**src/rtl/ym3438_timer_bank.sv**
```systemverilog
// Bank of NTIM independent prescaled up-counters that reload from a load register on overflow.
// Each timer raises a one-cycle overflow strobe and an optional sticky flag; irq is the OR of the flags.
module ym3438_timer_bank #(
  parameter int NTIM  = 2,
  parameter int WIDTH = 10,
  parameter int IW    = (NTIM > 1) ? $clog2(NTIM) : 1
) (
  input  logic                    MCLK,
  input  logic                    IC,
  input  logic                    tick,
  input  logic                    wr_en,
  input  logic                    wr_sel,
  input  logic [IW-1:0]           wr_idx,
  input  logic [WIDTH-1:0]        wr_data,
  output logic [NTIM*WIDTH-1:0]   count_o,
  output logic [NTIM-1:0]         ovf_pulse,
  output logic [NTIM-1:0]         flags,
  output logic                    irq
);

  logic [WIDTH-1:0] load_q    [NTIM];
  logic [WIDTH-1:0] cnt_q     [NTIM];
  logic [3:0]       pre_cnt_q [NTIM];
  logic [3:0]       pre_q     [NTIM];
  logic [NTIM-1:0]  run_q;
  logic [NTIM-1:0]  flag_en_q;
  logic [NTIM-1:0]  flag_q;

  logic [NTIM-1:0]  ld_wr;
  logic [NTIM-1:0]  ctl_wr;
  logic [NTIM-1:0]  start;
  logic [NTIM-1:0]  step;
  logic [NTIM-1:0]  adv;
  logic [NTIM-1:0]  ovf;
  logic [NTIM-1:0]  flag_nxt;

  // Everything here looks at pre-write register values, so a write never alters the same-edge tick.
  // An out-of-range index matches no timer and is dropped.
  always_comb begin
    ld_wr    = '0;
    ctl_wr   = '0;
    start    = '0;
    step     = '0;
    adv      = '0;
    ovf      = '0;
    flag_nxt = '0;
    for (int i = 0; i < NTIM; i++) begin
      ld_wr[i]    = wr_en && !wr_sel && (int'(wr_idx) == i);
      ctl_wr[i]   = wr_en &&  wr_sel && (int'(wr_idx) == i);
      start[i]    = ctl_wr[i] && wr_data[0] && !run_q[i];
      step[i]     = run_q[i] && tick;
      adv[i]      = step[i] && (pre_cnt_q[i] == pre_q[i]);
      ovf[i]      = adv[i] && (&cnt_q[i]);
      // Overflow set beats a simultaneous clear strobe.
      flag_nxt[i] = (ovf[i] && flag_en_q[i]) || (flag_q[i] && !(ctl_wr[i] && wr_data[2]));
    end
  end

  always_ff @(posedge MCLK or posedge IC) begin
    if (IC) begin
      for (int i = 0; i < NTIM; i++) begin
        load_q[i]    <= '0;
        cnt_q[i]     <= '0;
        pre_cnt_q[i] <= '0;
        pre_q[i]     <= '0;
      end
      run_q     <= '0;
      flag_en_q <= '0;
      flag_q    <= '0;
      ovf_pulse <= '0;
      irq       <= 1'b0;
    end else begin
      for (int i = 0; i < NTIM; i++) begin
        if (ld_wr[i]) load_q[i] <= wr_data;
        if (ctl_wr[i]) begin
          run_q[i]     <= wr_data[0];
          flag_en_q[i] <= wr_data[1];
          pre_q[i]     <= wr_data[6:3];
        end
        // start needs run == 0, so it can never coincide with a count step.
        if (start[i]) begin
          cnt_q[i]     <= load_q[i];
          pre_cnt_q[i] <= '0;
        end else if (step[i]) begin
          if (adv[i]) begin
            pre_cnt_q[i] <= '0;
            cnt_q[i]     <= ovf[i] ? load_q[i] : cnt_q[i] + WIDTH'(1);
          end else begin
            pre_cnt_q[i] <= pre_cnt_q[i] + 4'd1;
          end
        end
      end
      flag_q    <= flag_nxt;
      ovf_pulse <= ovf;
      irq       <= |flag_nxt;
    end
  end

  always_comb begin
    count_o = '0;
    for (int i = 0; i < NTIM; i++) count_o[i*WIDTH +: WIDTH] = cnt_q[i];
  end

  assign flags = flag_q;

endmodule

```
**config.mk**
```make
export PLATFORM = sky130hd
export DESIGN_NAME = ym3438_timer_bank
export DESIGN_NICKNAME = d
export VERILOG_FILES = /design/src/rtl/ym3438_timer_bank.sv
export SDC_FILE = /design/constraint.sdc
export NUM_CORES = 1
export LEC_CHECK = 0
export CAP_MARGIN = 20
export CORE_MARGIN = 1.5
export CORE_UTILIZATION = 50
export CTS_CLUSTER_DIAMETER = 120
export DETAILED_ROUTE_END_ITERATION = 8
export GPL_TIMING_DRIVEN = 0
export PLACE_DENSITY = 0.87
export SETUP_SLACK_MARGIN = 0.4
export SYNTH_ARGS = -nofsm -noshare
export SYNTH_HDL_FRONTEND = slang
export SYNTH_SLANG_ARGS = --single-unit
```
**constraint.sdc**
```tcl
create_clock -name MCLK -period 1.9 [get_ports MCLK]
set_input_delay 0.38 -clock MCLK [delete_from_list [all_inputs] [get_ports MCLK]]
set_output_delay 0.38 -clock MCLK [all_outputs]
set_load 0.1 [all_outputs]
```
==> results.md, run 1 <==
- Status: completed
- CTS tree: done
- Type of destination of the critical path: flop
- Post-route cell area: 4830 sq um
- Post-synth EDFFs: 0
- Power Density: 1460 nW/um^2
- Post-layout utilization of the core: 75.6%
- Core region area: 6390 sq um
- DRT Pass-1 Iters: 6
- GRT Overall Usage: 28.7%
- Clock power frac: 15.3%
- Fin cells: 473
- Worst setup margin: 0.000319 ns
- Ys flop type: dfrtp_1
- First-pass GRT wire length: 15800 um
- Root buffer cell: clkbuf_8
- # fillers: 350
- Setup CP Type: flop to flop
- GPL Wtd Cong: 0.898
- Place WS: -0.529 ns
- Via count: 3192
- Final Net Count: 411
- N_diodes: 0
- CTS max path bufs: 2
- DRT Wirelength: 11200 um
- Min Clock Period, post-route: 1.90 ns
- Leakage: 2.04 nW
- RSZ-0062 raised after global routing: true
- Delay of the slowest critical-path stage: 0.43 ns
- Fmax: 0.526 GHz
- Initial DRC count: 418
- Top-count cell post-synth: dfrtp_1
- Clock Skew: 0.0152 ns
- Worst path cell trace: xnor2_2 -> nand4_1 -> buf_4 -> nor2_4 -> a211oi_1 -> a311oi_1
- WL/cell: 23.6 um
- CTS sink count: 65
- Synth area leaders: dfrtp_1, mux2_2, nor2_1
- Row count: 29
- Initial antenna violation count: 0
- IO Count: 41
- PortBufs: 40
- Peak VDD IR: 1.08 mV
- Vias in the first global route: 3077
- Cell taking the most area after synthesis: dfrtp_1
- ANT nets after route: 0
- Sw Share: 46.5%
- Starting Density: 52.0%
- Post-synth ARST share: 100%
- Mean Syn Cell Area: 11.2 sq um
- Die height: 84.5 um
- Slew Limit Fails: 0
- Post-DR vias/cell: 6.75
- Cell area after synthesis: 3320 sq um
- Drt drc: 0
- GRT Residual Overflow: 0
- Pin count of the biggest net entering global routing: 36
- Clock transition at the registers of the reported paths: 0.07 ns
- Max transition margin: 53.7%
- Cells after Synth: 297
- Max Fanout on Critical Path: 4
- Final Setup Violations: 0
- Layout area overhead: 45.3%
- Layout cells sized above 1: 51.8%
- Die Span X: 84.5 um
- Sequential power share: 33.2%
- DP HPWL: 5760 um
- R2r setup slk: 0.0003 ns
- Die area: 7140 sq um
- Top post-synthesis cells by count: dfrtp_1, mux2_2, nor2_1
- Reg area: 1690 sq um
- WP data arrival: 2.12 ns
- Req. time, crit path: 2.12 ns
- Combinational share of power: 51.5%
- Slew @ Worst Pin: 0.694 ns
- Yosys warning count: 0
- Tightest Hold Check Type: primary input to asynchronous set/reset pin
- Crit path launch type: flop
- Seq cells post-synth: 65
- CP max-delay cell: dfrtp_1
- TritonCTS buffer count: 9
- Fin crit share: 100%
- Setup TNS: 0 ns
- Pint: 0.00376 W
- Worst skew pair latency: 0.35 ns
- Synthesized Nets: 317
- Net Switching: 0.00327 W
- Yosys top cell area share: 49.0%
- Placed cells: 415
- Max H-tree Level: 3
- DP Area: 4080 sq um
- Fin. Hold Viols: 0
- Area of the multi-input gates: 1930 sq um
- Maxcap violations: 0
- Sequential area share after synthesis: 49.0%
- Post-synthesis cell type count: 60
==> stage by stage <==
stage / hold WS (ns) / total power [W]
after floorplan: 0.451 / 0.00427
after global placement: 0.473 / 0.00482
after detailed placement: 0.496 / 0.00492
after CTS: 0.499 / 0.00634
after global routing: 0.528 / 0.00725
final: 0.490 / 0.00703
==> worst max-delay path: cells and delay by family, from the launching register on <==
family / cells / cell delay (ns)
AOI/OAI and AO/OA: 2 / 0.44
xor gates and xnor gates: 1 / 0.23
buffers and inverters: 1 / 0.24
DFF: 1 / 0.43
and+or+nand+nor: 2 / 0.42
==> state kept, by name, indices dropped and copies added, names as in the netlist <==
signal and cells:
irq 1, flags 2, ovf_pulse 2, load_q 20
count_o 20, pre_q 8, flag_en_q 2, pre_cnt_q 8
run_q 2
==> cell families after synthesis <==
logic type	share of synthesized area, %
and+or+nand+nor	20.6
buffers and inverters	2.94
xor gates and xnor gates	3.43
DFF	49.0
adders and majority gates	1.51
muxes	10.4
AOI/OAI and AO/OA	12.2
==> path summary, 6_finish.rpt <==
check	cells past startpoint	from	endpoint
min	2	IC	load_q[11]
max	6	pre_q[1]	count_o[12]
min reg2reg	1	load_q[5]	load_q[5]
min in group MCLK	1	load_q[5]	load_q[5]
max in group asynchronous	3	IC	count_o[8]
max reg2reg	6	pre_q[1]	count_o[12]
==> metal layers <==
metal / global-route usage [%] / vias up / share of wire (%)
met2: 45.9 / 240 / 47
li1: - / 1303 / -
met4: 12.0 / 0 / 4.6
met5: 0 / - / 0
met1: 39.2 / 1582 / 39
met3: 4.62 / 67 / 8.9
==> repair_timing <==
| item | in CTS | in global routing |
|---|---|---|
| buffers inserted | 35 | 7 |
| hold buffers | 0 | 0 |
| endpoints found under the setup margin | 77 | 62 |
| pin swaps | 27 | 15 |
| resized for setup | 183 | 53 |
==> placed cells by master, fill, tap and decap left out, drive strengths merged, types with 5 or more instances in the layout <==
master,netlist,layout
nor3,7,7
xor2,8,8
clkdlybuf4s50,0,10
clkbuf,5,21
a311oi,5,5
and3,5,5
a21oi,6,6
xnor2,5,5
dfrtp,65,65
nand3,19,19
a211oi,8,8
nor2,25,25
a31oi,5,5
o21ai,11,11
inv,6,5
nand2,20,20
mux2,29,29
nand4,13,13
buf,6,71
==> final cells by class <==
type,count,share of cell area (%)
multi-input combinational,215,39.9
buffer,11,2.15
timing repair buffer,83,16.7
tap,77,2.00
clock buffer,13,3.29
inverter,6,0.544
sequential,65,35.1
clock inverter,3,0.311
==> power by group through the flow <==
stage                     Clock [W]  Combinational, W  Sequential (W)
after detailed placement          0           0.00260         0.00231
final                       0.00107           0.00362         0.00233
after global placement            0           0.00254         0.00228
after CTS                   0.00107           0.00305         0.00223
after global routing        0.00114           0.00375         0.00237
after floorplan                   0          0.000984         0.00329
No activity file was read; power rests on OpenSTA's default activity.
==> run 2: changes to the inputs <==
--- a/config.mk
+++ b/config.mk
@@ -6,12 +6,13 @@
 export NUM_CORES = 1
 export LEC_CHECK = 0
 export CAP_MARGIN = 20
+export CORE_ASPECT_RATIO = 1.2
 export CORE_MARGIN = 1.5
 export CORE_UTILIZATION = 50
 export CTS_CLUSTER_DIAMETER = 120
 export DETAILED_ROUTE_END_ITERATION = 8
 export GPL_TIMING_DRIVEN = 0
-export PLACE_DENSITY = 0.87
+export PLACE_DENSITY = 0.81
 export SETUP_SLACK_MARGIN = 0.4
 export SYNTH_ARGS = -nofsm -noshare
 export SYNTH_HDL_FRONTEND = slang
==> run 2 against run 1 <==
Compared with the run above:
- routed wire length is 14% lower
- fmax grew 6.9%
- sequential power shrank 2%
- worst setup slack improved by 0.12 ns
- via count down 7.6%
- non-clock buffer count rose by 1
- flip-flop and latch count did not move
- count of clock-buffer cells in the layout is 1 lower
- clock power is 7% lower
- clock skew fell by 0.0084 ns
- sequential share of layout area is 0.33 points higher
- total power shrank 3.2%
==> results.md, run 2 (synthesis results as in run 1) <==
- Vias in the first global route: 2957
- CTS sink count: 65
- WP data arrival: 2.00 ns
- DP Area: 4090 sq um
- Final Setup Violations: 0
- Max Fanout on Critical Path: 8
- GRT Overall Usage: 26.4%
- Peak VDD IR: 1.09 mV
- Status: completed
- WHS Path Cells: 1
- GRT Residual Overflow: 0
- Crit path launch type: flop
- First-pass GRT wire length: 14400 um
- Most common cell after layout, fill and taps aside: buf_4
- CTS max path bufs: 2
- Tightest Hold Check Type: flop to flop
- Layout cells sized above 1: 51.8%
- Leakage: 2.02 nW
- Die height: 92.3 um
- DRT Wirelength: 9630 um
- Max transition margin: 44.2%
- Worst Reg-to-Reg Cells: 7
- Clock transition at the registers of the reported paths: 0.07 ns
- Commonest cells after routing, fill and taps aside: buf_4, dfrtp_1, mux2_2
- DP HPWL: 5620 um
- CTS tree: done
- Initial DRC count: 154
- Fmax: 0.563 GHz
- Fin crit share: 93.6%
- Initial antenna violation count: 0
- Row count: 32
- Drt drc: 0
- Layout area overhead: 44.1%
- Post-DR vias/cell: 6.11
- Setup CP Type: flop to flop
- Pin count of the biggest net entering global routing: 38
- Core region area: 6450 sq um
- GPL Wtd Cong: 0.893
- DRT Pass-1 Iters: 4
- Power Density: 1420 nW/um^2
- Via count: 2949
- Starting Density: 51.5%
- Worst skew pair latency: 0.34 ns
- Slew @ Worst Pin: 0.835 ns
- WL/cell: 19.9 um
- Clock Skew: 0.00681 ns
- RSZ-0062 raised after global routing: true
- Root buffer cell: clkbuf_8
- Slew Limit Fails: 0
- PortBufs: 40
- ANT nets after route: 0
- Maxcap violations: 0
- Min Clock Period, post-route: 1.78 ns
- Post-route cell area: 4790 sq um
- Final Net Count: 413
- Die Span X: 77.4 um
- Type of destination of the critical path: flop
- N_diodes: 0
- Fin. Hold Viols: 0
- Max H-tree Level: 3
- Req. time, crit path: 2.12 ns
- Post-layout utilization of the core: 74.2%
- TritonCTS buffer count: 9
- IO Count: 41
- Hold_ws: 0.509 ns
- Die area: 7140 sq um
run 2: cell count changes in the layout (fill, tap and decap cells not counted), moves of 3 or more:
cell | previous run | this run
clkbuf_4 | 5 | 1
clkbuf_8 | 12 | 9
buf_6 | 21 | 16
buf_4 | 38 | 47
run 2: power by group:
part           internal, W  total, W  leakage, nW  switching, W
registers          0.00181   0.00228        0.768      0.000469
logic              0.00141   0.00352         1.17       0.00211
clock network     0.000468   0.00100       0.0801      0.000534
total              0.00369   0.00680         2.02       0.00311
run 2: area by class of cell:
cell class	instances	area [sq um]
buffer	11	110
clock buffer	12	135
clock inverter	4	22.5
fill	429	1660
inverter	6	26.3
multi-input combinational	216	1920
sequential	65	1690
tap	85	106
timing repair buffer	84	774
run 2: critical path: stages, from the launching register on:
cell	delay (ns)
dfrtp_1	0.41
xor2_1	0.20
nor4_4	0.35
and2_4	0.20
buf_6	0.13
buf_12	0.12
nand3_1	0.09
o221a_2	0.15
run 2: metrics by stage:
step | setup slack (ns) | setup TNS, ns | cells | total power [W]
2_1_floorplan | 0.0000786 | 0 | 297 | 0.00427
3_3_place_gp | -0.507 | -15.23 | 422 | 0.00483
3_5_place_dp | -0.611 | -14.67 | 423 | 0.00491
4_1_cts | 0.209 | 0 | 468 | 0.00634
5_1_grt | 0.0853 | 0 | 483 | 0.00707
6_report | 0.122 | 0 | 483 | 0.00680
run 2: repair_timing:
| item | in CTS | in global routing |
|---|---|---|
| cloned | 1 | 0 |
| hold endpoints to repair | 0 | 0 |
| buffers inserted | 28 | 15 |
| hold buffers | 0 | 0 |
| pin swaps | 20 | 22 |
| resized for setup | 186 | 36 |
| endpoints found under the setup margin | 74 | 38 |
run 2: worst paths after layout:
check                             startpoint          end  slack, ns
worst max register to register      pre_q[4]   count_o[0]       0.12
worst min-delay path            flag_en_q[1]     flags[1]       0.51
worst min register to register  flag_en_q[1]     flags[1]       0.51
min in group asynchronous                 IC     pre_q[5]       0.54
max in group asynchronous                 IC  count_o[15]       0.74
worst max-delay path                pre_q[4]   count_o[0]       0.12
run 2: per-layer routing:
layer  GRT usage (%)  vias up  wire length [um]
li1                -     1305                 -
met4            13.3        0               298
met5               0        -                 0
met1            30.5     1489              3720
met3            4.14       32               466
met2            47.1      123              5150
==> run 3: changes to the inputs <==
--- a/config.mk
+++ b/config.mk
@@ -11,6 +11,7 @@
 export CORE_UTILIZATION = 50
 export CTS_CLUSTER_DIAMETER = 120
 export DETAILED_ROUTE_END_ITERATION = 8
+export GPL_ROUTABILITY_DRIVEN = 0
 export GPL_TIMING_DRIVEN = 0
 export PLACE_DENSITY = 0.81
 export SETUP_SLACK_MARGIN = 0.4
==> run 3 against run 2 <==
Compared with the run above:
- cell count down 0.83%
- routed wire length down 4.2%
- core utilization down 0.39 points
- global-route usage down 1.2 points
- sequential share of layout area up 0.21 points
- worst hold slack worse by 0.012 ns
- worst setup slack worse by 0.034 ns
- non-clock buffer count down 4
- critical path type unchanged
==> results.md, run 3 (synthesis results as in run 1) <==
- Status: completed
- Most common cell after layout, fill and taps aside: buf_4
- Root buffer cell: clkbuf_8
- Fin crit share: 95.4%
- Total Power: 0.00683 W
- DRT Pass-1 Iters: 5
- Crit path launch type: flop
- Die area: 7140 sq um
- WL/cell: 19.3 um
- GRT Residual Overflow: 0
- Peak VDD IR: 1.22 mV
- GRT Overall Usage: 25.2%
- Type of destination of the critical path: flop
- ANT nets after route: 0
- IO Count: 41
- CTS max path bufs: 2
- Leakage: 2.02 nW
- Worst R2R Start: pre_cnt_q[4]
- Post-route cell area: 4760 sq um
- Slew Limit Fails: 0
- Initial DRC count: 145
- Post-DR vias/cell: 6.02
- Pin count of the biggest net entering global routing: 34
- Worst setup margin: 0.0883 ns
- Clock Skew: 0.0137 ns
- Starting Density: 51.5%
- Maxcap violations: 0
- CTS tree: done
- Setup CP Type: flop to flop
- N_diodes: 0
- Die Span X: 77.4 um
- Fin cells: 479
- Core region area: 6450 sq um
- Max H-tree Level: 3
- Final Net Count: 409
- First-pass GRT wire length: 13800 um
- Die height: 92.3 um
- Worst skew pair latency: 0.35 ns
- RSZ-0062 raised after global routing: true
- Layout area overhead: 43.3%
- Place WS: -0.576 ns
- Fmax: 0.552 GHz
- Worst Reg-to-Reg Cells: 6
- FF-to-FF End: count_o[2]
- Clock transition at the registers of the reported paths: 0.08 ns
- Placed cells: 423
- Power Density: 1430 nW/um^2
- Commonest cells after routing, fill and taps aside: buf_4, dfrtp_1, mux2_2
- # fillers: 430
- Drt drc: 0
- DP HPWL: 5520 um
- Row count: 32
- Initial antenna violation count: 0
- Tightest Hold Check Type: primary input to asynchronous set/reset pin
- Max Fanout on Critical Path: 5
- Via count: 2883
- Req. time, crit path: 2.12 ns
- DP Area: 4090 sq um
- Vias in the first global route: 2816
- Min Clock Period, post-route: 1.81 ns
- CTS sink count: 65
- PortBufs: 40
- Final Setup Violations: 0
- TritonCTS buffer count: 9
- WP data arrival: 2.03 ns
- Max transition margin: 51.3%
- R2r setup slk: 0.09 ns
- Layout cells sized above 1: 51.5%
- Slew @ Worst Pin: 0.729 ns
- Fin. Hold Viols: 0
- DRT Wirelength: 9230 um
[run 3: cell types whose count changed in the layout (fill, tap and decap cells not counted), sizes merged]
cell / change
buf: -7
clkinv: -2
clkbuf: +3
bufinv: +1
clkdlybuf4s15: +1
[run 3: timing repair]
| item | in CTS | in global routing |
|---|---|---|
| hold buffers | 0 | 0 |
| endpoints found under the hold margin | 0 | 0 |
| setup buffers | 25 | 14 |
| gates cloned | 1 | 0 |
| gates resized for setup | 184 | 32 |
| setup endpoints to repair | 75 | 32 |
| pin swaps | 24 | 18 |
[run 3: worst max-delay path by stage]
stage | slack (ns) | cells past startpoint | to | start
floorplan | 0.00008 | 7 | count_o[14] | count_o[10]
global placement | -0.52 | 6 | count_o[6] | wr_sel
detailed placement | -0.58 | 6 | count_o[6] | wr_en
CTS | 0.18 | 7 | count_o[2] | pre_q[4]
global route | 0.02 | 7 | count_o[15] | count_o[10]
finish | 0.09 | 6 | count_o[2] | pre_cnt_q[4]
[run 3: metrics by stage]
step,hold slack [ns],util (%),TNS [ns]
after floorplan,0.451,-,0
after global placement,0.473,63.1,-15.01
after detailed placement,0.484,63.5,-14.19
after CTS,0.502,70.2,0
after global routing,0.520,73.9,0
final,0.497,73.9,0
[run 3: final cells by class]
cell class,count,area (sq um),area share (%)
multi-input combinational,216,1920,40.2
buffer,11,108,2.26
timing repair buffer,80,718,15.1
tap,85,106,2.23
clock buffer,13,149,3.13
inverter,6,26.3,0.552
sequential,65,1700,35.6
clock inverter,3,42.5,0.894
[run 3: critical path, stage by stage (launching register included)]
cell	delay, ns
dfrtp_1	0.42
xor2_2	0.20
nor4_4	0.37
buf_4	0.22
and3_4	0.23
nand4_1	0.07
nor3b_2	0.16
[run 3: routing by layer]
| metal | vias up | track usage [%] | wire length, um |
|---|---|---|---|
| met5 | - | 0 | 0 |
| met4 | 0 | 10.2 | 208 |
| met3 | 25 | 4.73 | 592 |
| met2 | 143 | 44.7 | 4870 |
| met1 | 1423 | 30.0 | 3560 |
| li1 | 1292 | - | - |
[run 3: power breakdown]
| part | switching [W] | internal (W) |
|---|---|---|
| Clock | 0.000529 | 0.000642 |
| Sequential | 0.000471 | 0.00181 |
| Combinational | 0.00206 | 0.00131 |
